### src/rtl/divu_hilo_ctrl_pkg.sv
// Shared decode constants, FSM states and HI/LO instruction decode
// for the divide sequencer.
package divu_hilo_ctrl_pkg;

    localparam logic [5:0]  R_FORMAT  = 6'd0;
    localparam logic [5:0]  FN_MFHI   = 6'd16;
    localparam logic [5:0]  FN_MTHI   = 6'd17;
    localparam logic [5:0]  FN_MFLO   = 6'd18;
    localparam logic [5:0]  FN_MTLO   = 6'd19;
    localparam logic [5:0]  FN_DIVU   = 6'd27;
    localparam logic [31:0] INSTR_NOP = 32'hFFFF_FFFF;

    typedef enum logic {
        ST_IDLE = 1'b0,
        ST_RUN  = 1'b1
    } state_t;

    typedef struct packed {
        logic divu;
        logic mfhi;
        logic mthi;
        logic mflo;
        logic mtlo;
    } hilo_dec_t;

    function automatic hilo_dec_t hilo_decode(
        input logic [31:0] instr,
        input logic        valid
    );
        hilo_dec_t d;
        logic      live;
        live   = valid && (instr != INSTR_NOP)
                 && (instr[31:26] == R_FORMAT);
        d.divu = live && (instr[5:0] == FN_DIVU);
        d.mfhi = live && (instr[5:0] == FN_MFHI);
        d.mthi = live && (instr[5:0] == FN_MTHI);
        d.mflo = live && (instr[5:0] == FN_MFLO);
        d.mtlo = live && (instr[5:0] == FN_MTLO);
        return d;
    endfunction

endpackage

### src/rtl/divu_hilo_ctrl_core.sv
// Restoring unsigned divider datapath: one quotient bit per step.
// Outputs are the values produced by the step taken this cycle.
module divu_hilo_ctrl_core #(
    parameter int DATA_W = 32
) (
    input  logic              clk,
    input  logic              rst,
    input  logic              start,
    input  logic              step,
    input  logic [DATA_W-1:0] dividend,
    input  logic [DATA_W-1:0] divisor,
    output logic [DATA_W-1:0] quotient,
    output logic [DATA_W-1:0] remainder
);

    logic [DATA_W-1:0] r_quo;
    logic [DATA_W-1:0] r_rem;
    logic [DATA_W-1:0] r_div;

    logic [DATA_W:0]   w_shift;
    logic [DATA_W-1:0] w_diff;
    logic              w_ge;
    logic [DATA_W-1:0] w_quo_nx;
    logic [DATA_W-1:0] w_rem_nx;

    // Bring in the next dividend bit; the compare is one bit wider
    // than the operands, so the low bits of the difference suffice.
    assign w_shift  = {r_rem, r_quo[DATA_W-1]};
    assign w_ge     = (w_shift >= {1'b0, r_div});
    assign w_diff   = w_shift[DATA_W-1:0] - r_div;
    assign w_quo_nx = {r_quo[DATA_W-2:0], w_ge};
    assign w_rem_nx = w_ge ? w_diff : w_shift[DATA_W-1:0];

    assign quotient  = w_quo_nx;
    assign remainder = w_rem_nx;

    // Load operands on start, otherwise advance one step when asked.
    always_ff @(posedge clk or posedge rst) begin
        if (rst) begin
            r_quo <= '0;
            r_rem <= '0;
            r_div <= '0;
        end else if (start) begin
            r_quo <= dividend;
            r_rem <= '0;
            r_div <= divisor;
        end else if (step) begin
            r_quo <= w_quo_nx;
            r_rem <= w_rem_nx;
        end
    end

endmodule

### src/rtl/divu_hilo_ctrl.sv
// Divide sequencer and HI/LO owner: stalls only HI/LO users while
// a divide runs; everything else issues freely.
module divu_hilo_ctrl
    import divu_hilo_ctrl_pkg::*;
#(
    parameter int DATA_W = 32,
    parameter int CNT_W  = 6
) (
    input  logic              clk,
    input  logic              rst,
    input  logic [31:0]       instr,
    input  logic              instr_valid,
    input  logic [DATA_W-1:0] rs_data,
    input  logic [DATA_W-1:0] rt_data,
    output logic              stall,
    output logic              busy,
    output logic              done,
    output logic [DATA_W-1:0] rd_data,
    output logic              rd_valid
);

    state_t            r_state;
    state_t            w_state_nx;
    logic [CNT_W-1:0]  r_cnt;
    logic              r_busy;
    logic              r_done;
    logic [DATA_W-1:0] r_hi;
    logic [DATA_W-1:0] r_lo;

    hilo_dec_t         w_dec;
    logic              w_hilo;
    logic              w_start;
    logic              w_step;
    logic              w_last;
    logic [DATA_W-1:0] w_quo;
    logic [DATA_W-1:0] w_rem;

    // Instructions are ignored while reset is held.
    assign w_dec  = hilo_decode(instr, instr_valid & ~rst);
    assign w_hilo = |w_dec;
    assign stall  = r_busy & w_hilo;
    assign busy   = r_busy;
    assign done   = r_done;

    divu_hilo_ctrl_core #(
        .DATA_W (DATA_W)
    ) u_divu_core (
        .clk       (clk),
        .rst       (rst),
        .start     (w_start),
        .step      (w_step),
        .dividend  (rs_data),
        .divisor   (rt_data),
        .quotient  (w_quo),
        .remainder (w_rem)
    );

    // Next state: accept divu when idle, finish when the count expires.
    always_comb begin
        w_state_nx = r_state;
        w_start    = 1'b0;
        w_step     = 1'b0;
        w_last     = 1'b0;
        unique case (r_state)
            ST_IDLE: begin
                if (w_dec.divu) begin
                    w_start    = 1'b1;
                    w_state_nx = ST_RUN;
                end
            end
            ST_RUN: begin
                w_step = 1'b1;
                if (r_cnt == CNT_W'(1)) begin
                    w_last     = 1'b1;
                    w_state_nx = ST_IDLE;
                end
            end
            default: w_state_nx = ST_IDLE;
        endcase
    end

    // State register.
    always_ff @(posedge clk or posedge rst) begin
        if (rst) begin
            r_state <= ST_IDLE;
        end else begin
            r_state <= w_state_nx;
        end
    end

    // Step counter plus busy flag and completion pulse.
    always_ff @(posedge clk or posedge rst) begin
        if (rst) begin
            r_cnt  <= '0;
            r_busy <= 1'b0;
            r_done <= 1'b0;
        end else begin
            r_done <= w_last;
            if (w_start) begin
                r_cnt  <= CNT_W'(DATA_W);
                r_busy <= 1'b1;
            end else if (w_step) begin
                r_cnt  <= r_cnt - CNT_W'(1);
                if (w_last) begin
                    r_busy <= 1'b0;
                end
            end
        end
    end

    // HI/LO take the divide result, or moves while no divide runs.
    always_ff @(posedge clk or posedge rst) begin
        if (rst) begin
            r_hi <= '0;
            r_lo <= '0;
        end else if (w_last) begin
            r_hi <= w_rem;
            r_lo <= w_quo;
        end else if (!stall) begin
            if (w_dec.mthi) begin
                r_hi <= rs_data;
            end
            if (w_dec.mtlo) begin
                r_lo <= rs_data;
            end
        end
    end

    // Read port for mfhi/mflo; a stalled read returns nothing.
    always_comb begin
        rd_data  = '0;
        rd_valid = 1'b0;
        if (!stall) begin
            if (w_dec.mfhi) begin
                rd_data  = r_hi;
                rd_valid = 1'b1;
            end else if (w_dec.mflo) begin
                rd_data  = r_lo;
                rd_valid = 1'b1;
            end
        end
    end

endmodule
### config.mk
export PLATFORM = sky130hd
export DESIGN_NAME = divu_hilo_ctrl
export DESIGN_NICKNAME = d
export VERILOG_FILES = /design/src/rtl/divu_hilo_ctrl_pkg.sv /design/src/rtl/divu_hilo_ctrl_core.sv /design/src/rtl/divu_hilo_ctrl.sv
export SDC_FILE = /design/constraint.sdc
export NUM_CORES = 1
export LEC_CHECK = 0
export CORE_MARGIN = 3
export CORE_UTILIZATION = 60
export DETAILED_ROUTE_END_ITERATION = 12
export PLACE_DENSITY = 0.85
export SLEW_MARGIN = 30
export SYNTH_ARGS = -nofsm -noshare
export SYNTH_HDL_FRONTEND = slang
export SYNTH_HIERARCHICAL = 1
export SYNTH_SLANG_ARGS = --single-unit
### constraint.sdc
create_clock -name clk -period 11.4 [get_ports clk]
set_clock_uncertainty 0.1 [all_clocks]
set_input_delay 3.42 -clock clk [delete_from_list [all_inputs] [get_ports clk]]
set_output_delay 3.42 -clock clk [all_outputs]
set_load 0.01 [all_outputs]
==> impl_metrics.json <==
{
  "cts.hold.buffers_added": 0,
  "critical_path_class": "primary input to output pin",
  "synth.largest_area_cell": "sky130_fd_sc_hd__dfrtp_1",
  "outcome": "complete, no violations",
  "worst-r2r-cell-count": 11,
  "design_power_total_mw": 1.35,
  "drt_iter0_markers": 827,
  "mappedNetlistNets": 1327,
  "finalWorstPathRequiredPeriod_ns": 9.95,
  "detailed_place_hpwl_um": 18900,
  "critPathCapture": "rd_data[3]",
  "finalSetupViolations": 0,
  "critical-path-max-stage-delay_ns": 0.95,
  "post_drt_wl_per_cell_um": 18.9,
  "vias_per_cell": 6.14,
  "worst-r2r-setup-slack_ns": 7.51,
  "dieHeight_um": 140,
  "start_util": 0.616,
  "synthesis.area_um2": 10700,
  "tightestPinTransition_ns": 0.991,
  "count_of_inserted_antenna_diode_cells": 0,
  "gp_congestion": 0.935,
  "rows": 48,
  "timing.max_slew.rel_slack": 0.339,
  "fin_tns_setup_ns": 0,
  "cts_made_buffers": 17,
  "cts.root.buffer_cell": "sky130_fd_sc_hd__clkbuf_16",
  "final_nets": 1361,
  "regToRegEndpoint": "r_hi[8]",
  "yosysWarnings": 6,
  "horizontal_die_dimension_um": 140,
  "synthToLayoutAreaGrowth_pct": 13.8,
  "final_max_slew_viol_count": 0,
  "timing.critical_path.fanout_max": 33,
  "number_of_antenna_violations_at_the_first_check_in_global_routing": 0,
  "cts_num_sinks": 169,
  "pin_count_of_the_biggest_net_entering_global_routing": 110,
  "cts_htree_levels": 4,
  "cts_setup_buffers": 0,
  "detailroute.via_count": 9002,
  "crit_path_start": "rst",
  "cp_common_cell": "sky130_fd_sc_hd__clkdlybuf4s50_1",
  "crit_path_start_kind": "primary input",
  "synth_cells": 1193,
  "layout-drive-gt1-share": 0.0742,
  "critical_path.endpoint_type": "output pin",
  "synthFlopType": "sky130_fd_sc_hd__dfrtp_1",
  "grt_first_pass_wirelength_um": 45200,
  "drt_pass1_iterations": 8,
  "register_bit_count_reported_by_yosys": 169,
  "finalCritPeriodShare": 0.873,
  "worstPathArrival_ns": 6.43,
  "netlist.area_leader.share": 0.394,
  "coreArea_um2": 17400,
  "finalWirelength_um": 27800,
  "synth.area.top_cells": "sky130_fd_sc_hd__dfrtp_1 (39%), sky130_fd_sc_hd__mux2i_1 (12%), sky130_fd_sc_hd__o21ai_0 (6.1%)",
  "synth_seq_area_share": 0.394,
  "grt_setup_unrepaired": "false",
  "detail-route-antenna-nets": 0,
  "crit_path_top_delay_cell": "sky130_fd_sc_hd__or4_2",
  "synth-edff-count": 0,
  "io_pins": 135,
  "place.port_buffers": 114,
  "global_route.usage.total": 0.285,
  "syn-mean-instance-area_um2": 9.00,
  "grt_overflow_total": 0,
  "worst_r2r_startpoint": "u_divu_core/r_rem[12]",
  "clkLatencyLatePin_ns": 0.44,
  "detail_route.drc_violations": 0,
  "cts_tree": "done",
  "clk_transition_reported_paths_ns": 0.08,
  "max-vdd-ir-drop_uv": 114,
  "maxCapViolations": 0,
  "fmax_mhz": 100,
  "crit_path_cell_trace": "clkdlybuf4s50_1 > nor4b_1 > nand3_1 > or4_2 > nor2_1 > clkdlybuf4s50_1",
  "grt_pass1_vias": 8678,
  "timing.final.hold_violations": 0,
  "synthArstFlopShare": 1.00,
  "clock_tree.buffer_depth": 2,
  "hold_path_class": "flip-flop to flip-flop",
  "synth_cell_type_count": 76,
  "leakagePower_nw": 5.07,
  "power-per-cell-area_nw_per_um2": 110,
  "die_area_um2": 19500,
  "cp.required_ns": 7.88,
  "cts_resized": 0
}
## where the power goes
group	total, mW	switching [mW]	leakage, nW	internal [mW]
logic	0.145	0.0799	3.14	0.0654
clock network	0.575	0.277	0.289	0.298
registers	0.626	0.0146	1.64	0.612
total	1.35	0.371	5.07	0.975
## synth_stat cells, types with 6 or more instances
cell type / n
sky130_fd_sc_hd__xnor2_1: 20
sky130_fd_sc_hd__a41oi_1: 7
sky130_fd_sc_hd__buf_2: 14
sky130_fd_sc_hd__inv_1: 48
sky130_fd_sc_hd__nor4_1: 8
sky130_fd_sc_hd__mux2_2: 8
sky130_fd_sc_hd__ha_1: 34
sky130_fd_sc_hd__a211oi_1: 7
sky130_fd_sc_hd__nand4_1: 10
sky130_fd_sc_hd__clkbuf_1: 41
sky130_fd_sc_hd__mux2_4: 12
sky130_fd_sc_hd__o21ai_0: 130
sky130_fd_sc_hd__nand3_1: 13
sky130_fd_sc_hd__o21a_1: 20
sky130_fd_sc_hd__xor2_1: 6
sky130_fd_sc_hd__o21ai_1: 26
sky130_fd_sc_hd__buf_6: 9
sky130_fd_sc_hd__buf_1: 11
sky130_fd_sc_hd__nor3_1: 12
sky130_fd_sc_hd__a21oi_1: 32
sky130_fd_sc_hd__mux2i_1: 131
sky130_fd_sc_hd__a21o_1: 7
sky130_fd_sc_hd__o21ai_2: 6
sky130_fd_sc_hd__nand2_1: 172
sky130_fd_sc_hd__buf_4: 32
sky130_fd_sc_hd__dfrtp_1: 169
sky130_fd_sc_hd__nor2_1: 103
sky130_fd_sc_hd__and3_1: 15
## layout by cell type, fill, tap and decap left out, types with 4 or more instances in the layout
cell type	netlist	layout
sky130_fd_sc_hd__nand2_1	172	172
sky130_fd_sc_hd__a21oi_1	32	32
sky130_fd_sc_hd__a41oi_1	7	7
sky130_fd_sc_hd__clkbuf_16	0	17
sky130_fd_sc_hd__dfrtp_1	169	168
sky130_fd_sc_hd__mux2i_1	131	131
sky130_fd_sc_hd__inv_8	0	4
sky130_fd_sc_hd__or3_1	4	4
sky130_fd_sc_hd__a21o_1	7	7
sky130_fd_sc_hd__nor4_1	8	7
sky130_fd_sc_hd__inv_6	0	4
sky130_fd_sc_hd__clkdlybuf4s50_1	0	113
sky130_fd_sc_hd__o21a_1	20	20
sky130_fd_sc_hd__clkinv_4	0	4
sky130_fd_sc_hd__a31oi_1	5	5
sky130_fd_sc_hd__mux2_2	8	8
sky130_fd_sc_hd__nand2b_1	4	4
sky130_fd_sc_hd__o311ai_0	4	4
sky130_fd_sc_hd__inv_1	48	45
sky130_fd_sc_hd__xnor2_1	20	20
sky130_fd_sc_hd__buf_4	32	7
sky130_fd_sc_hd__nand4_1	10	10
sky130_fd_sc_hd__xor2_1	6	6
sky130_fd_sc_hd__nor2b_1	4	4
sky130_fd_sc_hd__and3_1	15	15
sky130_fd_sc_hd__nor2_1	103	103
sky130_fd_sc_hd__o21ai_0	130	130
sky130_fd_sc_hd__ha_1	34	34
sky130_fd_sc_hd__and2_1	4	4
sky130_fd_sc_hd__a211oi_1	7	7
sky130_fd_sc_hd__nor3_1	12	12
sky130_fd_sc_hd__nand3_1	13	13
sky130_fd_sc_hd__o21ai_1	26	26
sky130_fd_sc_hd__o21ai_2	6	6
sky130_fd_sc_hd__mux2_4	12	12
## cells by family (layout without fill, tap and decap cells)
logic type | Yosys count | after routing | share of synthesized area
AOI/OAI and AO/OA | 280 | 280 | 0.161
xor gates and xnor gates | 26 | 26 | 0.0212
adders and majority gates | 35 | 35 | 0.0415
buffers and inverters | 156 | 203 | 0.0739
DFF | 169 | 169 | 0.394
muxes | 151 | 151 | 0.147
and+or+nand+nor | 376 | 376 | 0.161
## flip-flops by register name, summed over array words and instances, names as in the netlist
name / cells
r_hi: 32
r_lo: 32
u_divu_core/r_div: 32
u_divu_core/r_quo: 32
u_divu_core/r_rem: 32
r_cnt: 6
busy: 1
done: 1
r_state: 1
## layout make-up
cell class                 count  area, um2
sequential                   169       4230
clock inverter                14        148
tap                          225        282
timing repair buffer         122       1210
inverter                      49        189
fill                        1321       5200
clock buffer                  18        439
multi-input combinational    868       5720
## per-layer routing
layer / track usage / vias up / part of all wire
li1: - / 4214 / -
met1: 0.385 / 4320 / 0.42
met2: 0.461 / 402 / 0.47
met3: 0.0478 / 66 / 0.076
met4: 0.114 / 0 / 0.034
met5: 0 / - / 0
## metrics by stage
step | util | setup WS [ns] | hold slack (ns) | area (um2) | instances
after floorplan | - | 2.99 | 0.349 | 10700 | 1193
after global placement | 0.667 | 1.55 | 0.367 | 11600 | 1433
after detailed placement | 0.667 | 1.46 | 0.398 | 11600 | 1433
after CTS | 0.701 | 1.44 | 0.417 | 12200 | 1465
after global routing | 0.701 | 1.31 | 0.448 | 12200 | 1465
final | 0.701 | 1.45 | 0.411 | 12200 | 1465
## worst min-delay path by stage
stage / from / to / slack (ns) / cells after the start
after floorplan: r_cnt[5] / r_cnt[5] / 0.35 / 1
after global placement: r_cnt[5] / r_cnt[5] / 0.37 / 1
after detailed placement: u_divu_core/r_quo[17] / r_lo[18] / 0.40 / 2
after CTS: u_divu_core/r_quo[14] / r_lo[15] / 0.42 / 2
after global routing: r_cnt[5] / r_cnt[5] / 0.45 / 1
final: r_cnt[5] / r_cnt[5] / 0.41 / 1
## worst max-delay path, delay by kind of cell
| family | cells | cell delay [ns] |
|---|---|---|
| AND/OR/NAND/NOR | 4 | 1.91 |
| buffers and inverters | 2 | 1.09 |
Note: power is estimated with default switching activity, not from simulation.
==> RTL edit 1 (same settings) <==
Reset style: synchronous (`rst`), changed in 4 clocked blocks.
--- a/src/rtl/divu_hilo_ctrl_core.sv
+++ b/src/rtl/divu_hilo_ctrl_core.sv
@@ -35,7 +35,7 @@
     assign remainder = w_rem_nx;
 
     // Load operands on start, otherwise advance one step when asked.
-    always_ff @(posedge clk or posedge rst) begin
+    always_ff @(posedge clk) begin
         if (rst) begin
             r_quo <= '0;
             r_rem <= '0;
--- a/src/rtl/divu_hilo_ctrl.sv
+++ b/src/rtl/divu_hilo_ctrl.sv
@@ -80,7 +80,7 @@
     end
 
     // State register.
-    always_ff @(posedge clk or posedge rst) begin
+    always_ff @(posedge clk) begin
         if (rst) begin
             r_state <= ST_IDLE;
         end else begin
@@ -89,7 +89,7 @@
     end
 
     // Step counter plus busy flag and completion pulse.
-    always_ff @(posedge clk or posedge rst) begin
+    always_ff @(posedge clk) begin
         if (rst) begin
             r_cnt  <= '0;
             r_busy <= 1'b0;
@@ -109,7 +109,7 @@
     end
 
     // HI/LO take the divide result, or moves while no divide runs.
-    always_ff @(posedge clk or posedge rst) begin
+    always_ff @(posedge clk) begin
         if (rst) begin
             r_hi <= '0;
             r_lo <= '0;
Check against the original RTL: differs if rst is asserted again (counterexample within 4 cycles, from zero or initial values and one cycle with rst high); with rst held inactive, the same outputs for 4 cycles.
==> RTL edit 1 against the unedited design <==
  * Register-to-register slack improved by 0.44 ns
  * Critical path type unchanged
  * Cell count fell by 2.9%
  * Design area fell by 5.9%
  * Utilization rose by 1.2 points
  * Largest cell class unchanged
  * Worst setup slack improved by 0.50 ns
  * Area after synthesis fell by 6.7%
  * Non-clock buffer count rose by 3
  * Wire length fell by 13%
  * Sequential cell count did not move
  * Highest routed layer unchanged
  * Sequential share of layout area fell by 5.2 points
Power is not compared: it rests on default switching activity, and its combinational part moved more than twofold at a synthesized area within 25%.
==> RTL edit 1: results (changes against the unedited design) <==
Largest stage delay, worst path=0.56 ns (was 0.95 ns); invs w/o clock=54 (was 49); setup slack at placement=1.96 ns (was 1.46 ns); Yosys cell types=65 (was 76); metal2 WL=11.3 mm (was 13.2 mm); area of the multi-input gates=5830 um2 (was 5720 um2); global-route wire length before repair=39.1 mm (was 45.2 mm); hpwl dp=16.1 mm (was 18.9 mm); Max-Slew Margin vs Limit=0.304 (was 0.339); final-stage net count=1328 (was 1361); row count=46 (was 48); slowest stage cell, crit path=clkdlybuf4s50_1 (was or4_2); vias in the first global route=7972 (was 8678); hold_sp=u_divu_core/r_quo[3] (was r_cnt[5]); Routed met1 length=10.8 mm (was 11.5 mm); status=completed (unchanged); DR WL/cell=17.0 um (was 18.9 um); met2 Usage GRT=0.438 (was 0.461); met3 usage=0.0427 (was 0.0478); drt via density=5.95 (was 6.14); placed cells=1390 (was 1433); Buffers excl. clock=125 (was 122); Async SR Flop Fraction=0 (was 1.00); share of cells above drive strength 1=0.0737 (was 0.0742); Mapped Cells=1163 (was 1193); placement-stage cell area=10900 um2 (was 11600 um2); Layout clock area frac=0.0501 (was 0.0480); routed length on met3=1.53 mm (was 2.10 mm); sequential area share after synthesis=0.338 (was 0.394); CP arrival=5.93 ns (was 6.43 ns); clkbuf count=17 (was 18); Register Area=3390 um2 (was 4230 um2); Signal buf overhead=0.107 (was 0.0987); Fillers=1243 (was 1321); worst reg2reg startpoint=u_divu_core/r_div[25] (was u_divu_core/r_rem[12])
-- RTL edit 1: final timing paths --
kind                          end  slack (ns)  depth (start not counted)
min reg2reg               r_lo[4]        0.38                          1
max                    rd_data[4]        1.95                          7
min                       r_lo[4]        0.38                          1
max reg2reg  u_divu_core/r_rem[8]        7.95                         11
-- RTL edit 1: worst register-to-register path: stages (launching register included) --
cell and delay [ns]:
dfxtp_1 0.33, inv_1 0.05, ha_1 0.46, and4_1 0.30, nand4_1 0.20, or3_1 0.41
o22ai_1 0.10, nand3b_1 0.12, buf_4 0.56, mux2_1 0.49, mux2i_1 0.16, nor2_1 0.06
-- RTL edit 1: cell families (layout without fill, tap and decap cells) --
logic type | after synthesis | after routing | share of synthesized area
simple gates | 323 | 323 | 0.152
mux | 180 | 180 | 0.183
xor+xnor | 25 | 25 | 0.0219
flops | 169 | 169 | 0.338
fa+ha+maj | 35 | 35 | 0.0445
buf+inv | 167 | 211 | 0.0824
compound gates | 264 | 264 | 0.179
==> RTL edit 2 (config.mk and constraints unchanged) <==
Without the edit above. `DATA_W` is set to 32 in 2 places; all go to 64.
--- a/src/rtl/divu_hilo_ctrl_core.sv
+++ b/src/rtl/divu_hilo_ctrl_core.sv
@@ -1,7 +1,7 @@
 // Restoring unsigned divider datapath: one quotient bit per step.
 // Outputs are the values produced by the step taken this cycle.
 module divu_hilo_ctrl_core #(
-    parameter int DATA_W = 32
+    parameter int DATA_W = 64
 ) (
     input  logic              clk,
     input  logic              rst,
--- a/src/rtl/divu_hilo_ctrl.sv
+++ b/src/rtl/divu_hilo_ctrl.sv
@@ -3,7 +3,7 @@
 module divu_hilo_ctrl
     import divu_hilo_ctrl_pkg::*;
 #(
-    parameter int DATA_W = 32,
+    parameter int DATA_W = 64,
     parameter int CNT_W  = 6
 ) (
     input  logic              clk,
Ports: changed (resized rd_data, rs_data and rt_data); port bits go from 135 to 231. No check against the original RTL was run, so the function may have changed too.
==> RTL edit 2 against the unedited design <==
  * Combinational power rose to 4.7 times the old value
  * Cell count rose by 95%
  * Total power rose by 140%
  * Register-to-register slack got worse by 0.30 ns
  * Area after synthesis rose by 93%
  * Sequential cell count rose by 160
  * Design area rose by 92%
  * Critical path type unchanged
  * Clock power rose by 110%
  * Wire length rose by 97%
  * Worst setup slack improved by 0.53 ns
==> RTL edit 2: results (changes against the unedited design) <==
hold depth=2 (was 1); worst min-delay path endpoint=r_lo[58] (was r_cnt[5]); CTS clock-pin slew for the worst setup and hold paths=0.06 ns (was 0.08 ns); routed via count=17100 (was 9002); VDD IR max=112 uV (was 114 uV); final-stage net count=2605 (was 1361); synth cell count leaders=370 x nand2_1, 329 x dfrtp_1, 255 x mux2i_1 (was 172 x nand2_1, 169 x dfrtp_1, 131 x mux2i_1); initial antenna violation count=3 (was 0); Largest stage delay, worst path=0.62 ns (was 0.95 ns); 1st-pass router iterations=6 (was 8); synthesized area per cell=8.91 um2 (was 9.00 um2); worst skew pair latency=0.52 ns (was 0.44 ns); H-Tree Depth=2 (was 4); share of cells above drive strength 1=0.0566 (was 0.0742); hpwl dp=37.4 mm (was 18.9 mm); R2R setup slack=7.21 ns (was 7.51 ns); placement-stage cell area=22200 um2 (was 11600 um2); Register-to-Register Path Depth=13 (was 11); hold slack=0.421 ns (was 0.411 ns); sequential area share after synthesis=0.397 (was 0.394); Fillers=2518 (was 1321); status=completed (unchanged); DRT iter0 DRCs=1674 (was 827); CTS buffer count=37 (was 17); GR Util All Layers=0.296 (was 0.285)
[RTL edit 2: changes by cell type after synthesis, moves of 32 or more]
| cell | unedited run | this run |
|---|---|---|
| a21oi_1 | 32 | 84 |
| buf_4 | 32 | 70 |
| clkbuf_1 | 41 | 89 |
| dfrtp_1 | 169 | 329 |
| ha_1 | 34 | 66 |
| inv_1 | 48 | 91 |
| mux2i_1 | 131 | 255 |
| nand2_1 | 172 | 370 |
| nor2_1 | 103 | 207 |
| o21ai_0 | 130 | 216 |
| o21ai_1 | 26 | 86 |
[RTL edit 2: power by group]
| group | leakage, nW | switching (mW) | internal, mW |
|---|---|---|---|
| sequential | 3.60 | 0.101 | 1.30 |
| combinational | 5.87 | 0.375 | 0.301 |
| clock | 0.587 | 0.481 | 0.702 |
| total | 10.0 | 0.957 | 2.30 |
[RTL edit 2: metal layers]
| layer | routed length (um) | global-route usage | vias to the layer above |
|---|---|---|---|
| li1 | - | - | 8081 |
| met1 | 23600 | 0.426 | 8186 |
| met2 | 24500 | 0.460 | 712 |
| met3 | 4690 | 0.0438 | 115 |
| met4 | 1770 | 0.0986 | 2 |
| met5 | 10 | 0 | - |
[RTL edit 2: worst max-delay path by stage]
stage | start | end | slack, ns | depth (start not counted)
after floorplan | rst | stall | 0.44 | 3
after global placement | rst | stall | 2.01 | 5
after detailed placement | rst | stall | 1.98 | 5
after CTS | rst | stall | 1.98 | 5
after global routing | rst | stall | 1.80 | 5
final | rst | stall | 1.98 | 5
[RTL edit 2: layout make-up]
| cell class | count | area share |
|---|---|---|
| multi-input cells | 1687 | 0.461 |
| flip-flops and latches | 329 | 0.352 |
| repair buffers | 227 | 0.0961 |
| clock buffers | 52 | 0.0441 |
| well taps | 448 | 0.0239 |
| inverters | 93 | 0.0157 |
| clock inverters | 14 | 0.00679 |
| diodes | 2 | 0.000214 |
